===== src/rtl/dmem_arbiter.sv =====
// Round-robin two-port arbiter/sequencer for the 32-bit data memory.
// Formats byte/half/word stores and loads, and rejects misaligned or illegal accesses.
module dmem_arbiter #(
  parameter int unsigned DM_ADDRESS = 9,
  parameter int unsigned DATA_W     = 32
) (
  input  logic                  clk,
  input  logic                  reset,
  input  logic                  p0_req,
  input  logic                  p0_we,
  input  logic [DM_ADDRESS-1:0] p0_addr,
  input  logic [DATA_W-1:0]     p0_wdata,
  input  logic [2:0]            p0_funct3,
  output logic                  p0_ack,
  output logic                  p0_err,
  output logic [DATA_W-1:0]     p0_rdata,
  input  logic                  p1_req,
  input  logic                  p1_we,
  input  logic [DM_ADDRESS-1:0] p1_addr,
  input  logic [DATA_W-1:0]     p1_wdata,
  input  logic [2:0]            p1_funct3,
  output logic                  p1_ack,
  output logic                  p1_err,
  output logic [DATA_W-1:0]     p1_rdata,
  output logic [DM_ADDRESS-1:0] mem_addr,
  output logic [DATA_W-1:0]     mem_wdata,
  output logic [3:0]            mem_we,
  output logic                  mem_re,
  input  logic [DATA_W-1:0]     mem_rdata
);

  localparam logic [1:0] S_IDLE   = 2'd0;
  localparam logic [1:0] S_ACCESS = 2'd1;
  localparam logic [1:0] S_RESP   = 2'd2;

  logic [1:0]            state, state_nx;
  logic                  last_grant, last_grant_nx;
  logic                  id_q, id_nx;
  logic                  we_q, we_nx;
  logic [1:0]            lane_q, lane_nx;
  logic [2:0]            f3_q, f3_nx;
  logic                  legal_q, legal_nx;
  logic [DM_ADDRESS-1:0] mem_addr_nx;
  logic [DATA_W-1:0]     mem_wdata_nx;
  logic [3:0]            mem_we_q, mem_we_nx;
  logic                  mem_re_q, mem_re_nx;
  logic                  p0_ack_nx, p1_ack_nx, p0_err_nx, p1_err_nx;

  logic                  gnt;
  logic                  sel_we;
  logic [DM_ADDRESS-1:0] sel_addr;
  logic [DATA_W-1:0]     sel_wdata;
  logic [2:0]            sel_f3;
  logic                  sel_legal;
  logic [3:0]            sel_strb;
  logic [DATA_W-1:0]     sel_wrep;

  logic [7:0]            ld_byte;
  logic [15:0]           ld_half;
  logic [DATA_W-1:0]     ld_fmt;
  logic                  ld_valid;

  function automatic logic legal_fn(input logic we, input logic [2:0] f3, input logic [1:0] lo);
    case (f3)
      3'b000:  legal_fn = 1'b1;
      3'b001:  legal_fn = ~lo[0];
      3'b010:  legal_fn = (lo == 2'b00);
      3'b100:  legal_fn = ~we;
      3'b101:  legal_fn = ~we & ~lo[0];
      default: legal_fn = 1'b0;
    endcase
  endfunction

  // Winner selection and store formatting from the winning port's fields
  always_comb begin
    gnt       = (p0_req && p1_req) ? ~last_grant : p1_req;
    sel_we    = gnt ? p1_we     : p0_we;
    sel_addr  = gnt ? p1_addr   : p0_addr;
    sel_wdata = gnt ? p1_wdata  : p0_wdata;
    sel_f3    = gnt ? p1_funct3 : p0_funct3;
    sel_legal = legal_fn(sel_we, sel_f3, sel_addr[1:0]);
    case (sel_f3[1:0])
      2'b00: begin
        sel_strb = 4'b0001 << sel_addr[1:0];
        sel_wrep = {4{sel_wdata[7:0]}};
      end
      2'b01: begin
        sel_strb = 4'b0011 << {sel_addr[1], 1'b0};
        sel_wrep = {2{sel_wdata[15:0]}};
      end
      default: begin
        sel_strb = 4'b1111;
        sel_wrep = sel_wdata;
      end
    endcase
  end

  always_comb begin
    state_nx      = state;
    last_grant_nx = last_grant;
    id_nx         = id_q;
    we_nx         = we_q;
    lane_nx       = lane_q;
    f3_nx         = f3_q;
    legal_nx      = legal_q;
    mem_addr_nx   = '0;
    mem_wdata_nx  = '0;
    mem_we_nx     = 4'b0000;
    mem_re_nx     = 1'b0;
    p0_ack_nx     = 1'b0;
    p1_ack_nx     = 1'b0;
    p0_err_nx     = 1'b0;
    p1_err_nx     = 1'b0;
    case (state)
      S_IDLE: begin
        if (p0_req || p1_req) begin
          state_nx    = S_ACCESS;
          id_nx       = gnt;
          we_nx       = sel_we;
          lane_nx     = sel_addr[1:0];
          f3_nx       = sel_f3;
          legal_nx    = sel_legal;
          mem_addr_nx = {sel_addr[DM_ADDRESS-1:2], 2'b00};
          if (sel_legal && sel_we) begin
            mem_we_nx    = sel_strb;
            mem_wdata_nx = sel_wrep;
          end
          mem_re_nx = sel_legal & ~sel_we;
        end
      end
      S_ACCESS: begin
        state_nx  = S_RESP;
        p0_ack_nx = ~id_q;
        p1_ack_nx = id_q;
        p0_err_nx = ~id_q & ~legal_q;
        p1_err_nx = id_q & ~legal_q;
      end
      S_RESP: begin
        state_nx      = S_IDLE;
        last_grant_nx = id_q;
      end
      default: state_nx = S_IDLE;
    endcase
  end

  always_ff @(posedge clk) begin
    if (reset) begin
      state      <= S_IDLE;
      last_grant <= 1'b1;
      id_q       <= 1'b0;
      we_q       <= 1'b0;
      lane_q     <= 2'b00;
      f3_q       <= 3'b000;
      legal_q    <= 1'b0;
      mem_addr   <= '0;
      mem_wdata  <= '0;
      mem_we_q   <= 4'b0000;
      mem_re_q   <= 1'b0;
      p0_ack     <= 1'b0;
      p1_ack     <= 1'b0;
      p0_err     <= 1'b0;
      p1_err     <= 1'b0;
    end else begin
      state      <= state_nx;
      last_grant <= last_grant_nx;
      id_q       <= id_nx;
      we_q       <= we_nx;
      lane_q     <= lane_nx;
      f3_q       <= f3_nx;
      legal_q    <= legal_nx;
      mem_addr   <= mem_addr_nx;
      mem_wdata  <= mem_wdata_nx;
      mem_we_q   <= mem_we_nx;
      mem_re_q   <= mem_re_nx;
      p0_ack     <= p0_ack_nx;
      p1_ack     <= p1_ack_nx;
      p0_err     <= p0_err_nx;
      p1_err     <= p1_err_nx;
    end
  end

  // A reset landing mid-access must not let the pending strobe commit at that edge
  assign mem_we = mem_we_q & {4{~reset}};
  assign mem_re = mem_re_q & ~reset;

  // Load data arrives during RESP, so formatting is combinational on mem_rdata
  always_comb begin
    ld_byte  = mem_rdata[{lane_q, 3'b000} +: 8];
    ld_half  = lane_q[1] ? mem_rdata[31:16] : mem_rdata[15:0];
    ld_valid = (state == S_RESP) && !we_q && legal_q;
    case (f3_q)
      3'b000:  ld_fmt = {{(DATA_W-8){ld_byte[7]}}, ld_byte};
      3'b001:  ld_fmt = {{(DATA_W-16){ld_half[15]}}, ld_half};
      3'b010:  ld_fmt = mem_rdata;
      3'b100:  ld_fmt = {{(DATA_W-8){1'b0}}, ld_byte};
      3'b101:  ld_fmt = {{(DATA_W-16){1'b0}}, ld_half};
      default: ld_fmt = '0;
    endcase
  end

  assign p0_rdata = (ld_valid && !id_q) ? ld_fmt : '0;
  assign p1_rdata = (ld_valid && id_q)  ? ld_fmt : '0;

endmodule


===== config.mk =====
export PLATFORM = sky130hd
export DESIGN_NAME = dmem_arbiter
export DESIGN_NICKNAME = d
export VERILOG_FILES = /design/src/rtl/dmem_arbiter.sv
export SDC_FILE = /design/constraint.sdc
export NUM_CORES = 1
export LEC_CHECK = 0
export ABC_AREA = 1
export CAP_MARGIN = 20
export CORE_UTILIZATION = 37
export CTS_CLUSTER_SIZE = 30
export DETAILED_ROUTE_END_ITERATION = 10
export PLACE_DENSITY = 0.8
export SLEW_MARGIN = 20
export SYNTH_ARGS = -nofsm -noshare
export SYNTH_HDL_FRONTEND = slang
export SYNTH_SLANG_ARGS = --single-unit
export TNS_END_PERCENT = 50

===== constraint.sdc =====
create_clock -name clk -period 2.3 [get_ports clk]
set_clock_uncertainty 0.2 [all_clocks]
set_input_delay 0.575 -clock clk [delete_from_list [all_inputs] [get_ports clk]]
set_output_delay 0.575 -clock clk [all_outputs]
set_load 0.01 [all_outputs]

==> summary.md <==
| Metric | Value |
|---|---|
| Initial DRT Pass Iterations | 5 |
| CTS tree | built |
| Layout cells sized above 1 | 32.35% |
| Hold path start | state[1] |
| Via count | 5,597 |
| PortBufs | 237 |
| Launch point of the worst reg-to-reg path | last_grant |
| Crit path max fanout | 8 |
| Layout area overhead | 105.6% |
| CORE AREA | 9819 sq um |
| Vias in the first global route | 5,356 |
| Area occupied by registers | 1192 sq um |
| Main synth FF type | dfxtp_1 |
| Hold path cells | 1 |
| Post-synth EDFFs | 0 |
| Die H | 102.9 um |
| Leakage | 3.946 nW |
| Max cap viols | 0 |
| Total chip power | 0.003720 W |
| Fin crit period | 2.703 ns |
| Post-route clock period utilization | 117.5% |
| Worst setup path category | in -> out |
| Stages on the worst setup path | 10 |
| Most frequent cells in the layout | nand2_1, clkdlybuf4s50_1, inv_1 |
| First-pass GRT wire length | 25,360 um |
| CP max stage delay | 0.23 ns |
| Total GRT Usage | 31.83% |
| Synth area leaders | dfxtp_1, nand2_1, inv_1 |
| Final Cell Area | 7739 sq um |
| Num CTS Buffers | 9 |
| FF-to-FF End | mem_wdata[8] |
| HP Class | reg -> reg |
| Worst slack, placed | -1.131 ns |
| Initial Utilization | 38.33% |
| Largest net degree at the start of global routing | 37 |
| DRC viols | 0 |
| DR iter-0 viols | 242 |
| Number of antenna cells inserted | 0 |
| Row Count | 36 |
| Fin nets | 1,102 |
| Failing checks | negative setup slack |
| FFs w/ async S/R, synth | 0% |
| Die area | 10,580 sq um |
| Mapped Cells | 645 |
| Post-route setup slack | -0.4033 ns |
| Seq/Total Area, Yosys | 31.38% |
| CP Data Arrival Time | 1.93 ns |
| Startpoint types | input port |
| Root Buffer Master | clkbuf_8 |
| Fill count | 695 |
| Maximum vdd drop | 0.5379 mV |
| Post-synth top area share | 31.38% |
| Final core occ | 78.81% |
| Area leader, netlist | dfxtp_1 |
| Syn avg cell area | 5.835 sq um |
| Fmax achieved | 0.3699 GHz |
| Maximum buffer depth of the clock tree | 2 |
| Final setup TNS | -16.69 ns |
| Routed len/inst | 15.99 um |
| Top delay family on crit path | buffers and inverters |
| Routed WL | 17,800 um |
| H-tree levels | 3 |
| Area of the mapped netlist | 3764 sq um |
| Placed instance area | 6815 sq um |
| Dpl hpwl | 11,950 um |
| Pwr dens | 480.7 nW/um^2 |
| Clock-pin slew on the worst setup and hold paths | 0.06 ns |
| Slew Viols, Final | 0 |
| Clk sinks | 59 |
| Initial antenna violation count | 0 |
| R2R depth | 10 |
| WP buf/inv | 4 |
| Element type at the critical path end | output port |
| Most common cell after layout, fill and taps aside | nand2_1 |
| I/O Pins | 240 |
| Final Hold Fails | 0 |
| Outcome | complete, but fails checks |
| Slowest stage cell, crit path | clkdlybuf4s15_2 |
| Worst-skew pair later-pin latency | 0.34 ns |
| Multi-input gate area | 2527 sq um |
| Cell chain of the critical path | clkdlybuf4s15_2 -> nand2_1 -> nand2_1 -> nand2_2 -> nand2_4 -> nand2_8 -> buf_12 -> buf_12 -> a21oi_2 -> buf_2 |
| Antenna viol nets, final | 0 |
| Warnings from Yosys | 0 |
| Worst reg-to-reg setup slack | 0.49 ns |
| RD Place Congestion | 0.9501 |
| DIE WIDTH | 102.9 um |
| Flops & latches, synth | 59 |
| Setup violators final | 65 |
| Worst Hold End | state[1] |
| Synth unique cells | 26 |
| RSZ-0062 raised after global routing | yes |
| Vias per inst | 5.029 |
| Grt total ovfl | 0 |
| Worst endpoint required time | 1.52 ns |
==> worst max path at each step <==
stage / start / endpoint
after floorplan: mem_rdata[15] / p0_rdata[21]
after global placement: mem_rdata[15] / p1_rdata[30]
after detailed placement: mem_rdata[15] / p1_rdata[12]
after CTS: mem_rdata[0] / p0_rdata[0]
after global routing: lane_q[1] / p0_rdata[21]
final: mem_rdata[23] / p0_rdata[21]
==> cell type report <==
class / count / area share (%)
Tap cell: 133 / 2.150
Multi-Input combinational cell: 453 / 32.66
Sequential cell: 59 / 15.41
Clock inverter: 4 / 0.9539
Timing Repair Buffer: 352 / 41.68
Inverter: 101 / 5.190
Clock buffer: 11 / 1.956
==> power breakdown <==
part	leakage [nW]	total (W)	internal, W	switching, W
Sequential	0.481	0.00109	0.00106	0.0000308
Clock	0.115	0.00107	0.000663	0.000409
Combinational	3.35	0.00155	0.000780	0.000774
Total	3.95	0.00372	0.00251	0.00121
==> Yosys cell counts, types with 4 or more instances <==
cell and number:
buf_6 4, o22ai_1 14, nand2_2 5, dfxtp_1 59, nand2_1 198, inv_1 100
o21ai_0 27, nor2_1 88, o211ai_1 14, clkbuf_1 9, or2_2 7, nand3_1 24
a21oi_1 62, buf_2 17
==> layer usage <==
metal	track usage, %	part of all wire, %
met5	0	0
met1	30.91	33
met3	11.66	11
met4	18.31	5.5
met2	58.00	50
==> state kept, by name, summed over array words and instances, names as in the netlist <==
signal and cells:
f3_q 3, last_grant 1, p1_err 1, p0_err 1
legal_q 1, state 2, we_q 1, mem_wdata 32
id_q 1, p1_ack 1, lane_q 2, mem_we_q 4
mem_addr 7, mem_re_q 1, p0_ack 1
==> stage by stage <==
stage | cells | hold slack (ns)
after floorplan | 646 | 0.2099
after global placement | 1064 | 0.2238
after detailed placement | 1064 | 0.2226
after CTS | 1102 | 0.2309
after global routing | 1113 | 0.2546
final | 1113 | 0.2371
==> what timing repair did <==
action	4_1_cts	5_1_grt
endpoints found under the setup margin	69	69
pin swaps	28	51
gates cloned	5	0
buffers inserted	18	13
resized for setup	381	93
hold buffers	0	0
==> cell families (layout without fill, tap and decap cells) <==
kind of cell | after synthesis | count (layout) | synth area share (%)
other | 1 | 2 | 0.09964
buffers and inverters | 134 | 468 | 15.03
AND/OR/NAND/NOR | 333 | 333 | 36.30
flip-flops | 59 | 59 | 31.38
AO/OA/AOI/OAI | 118 | 118 | 17.19
Note: power is estimated with default switching activity, not from simulation.
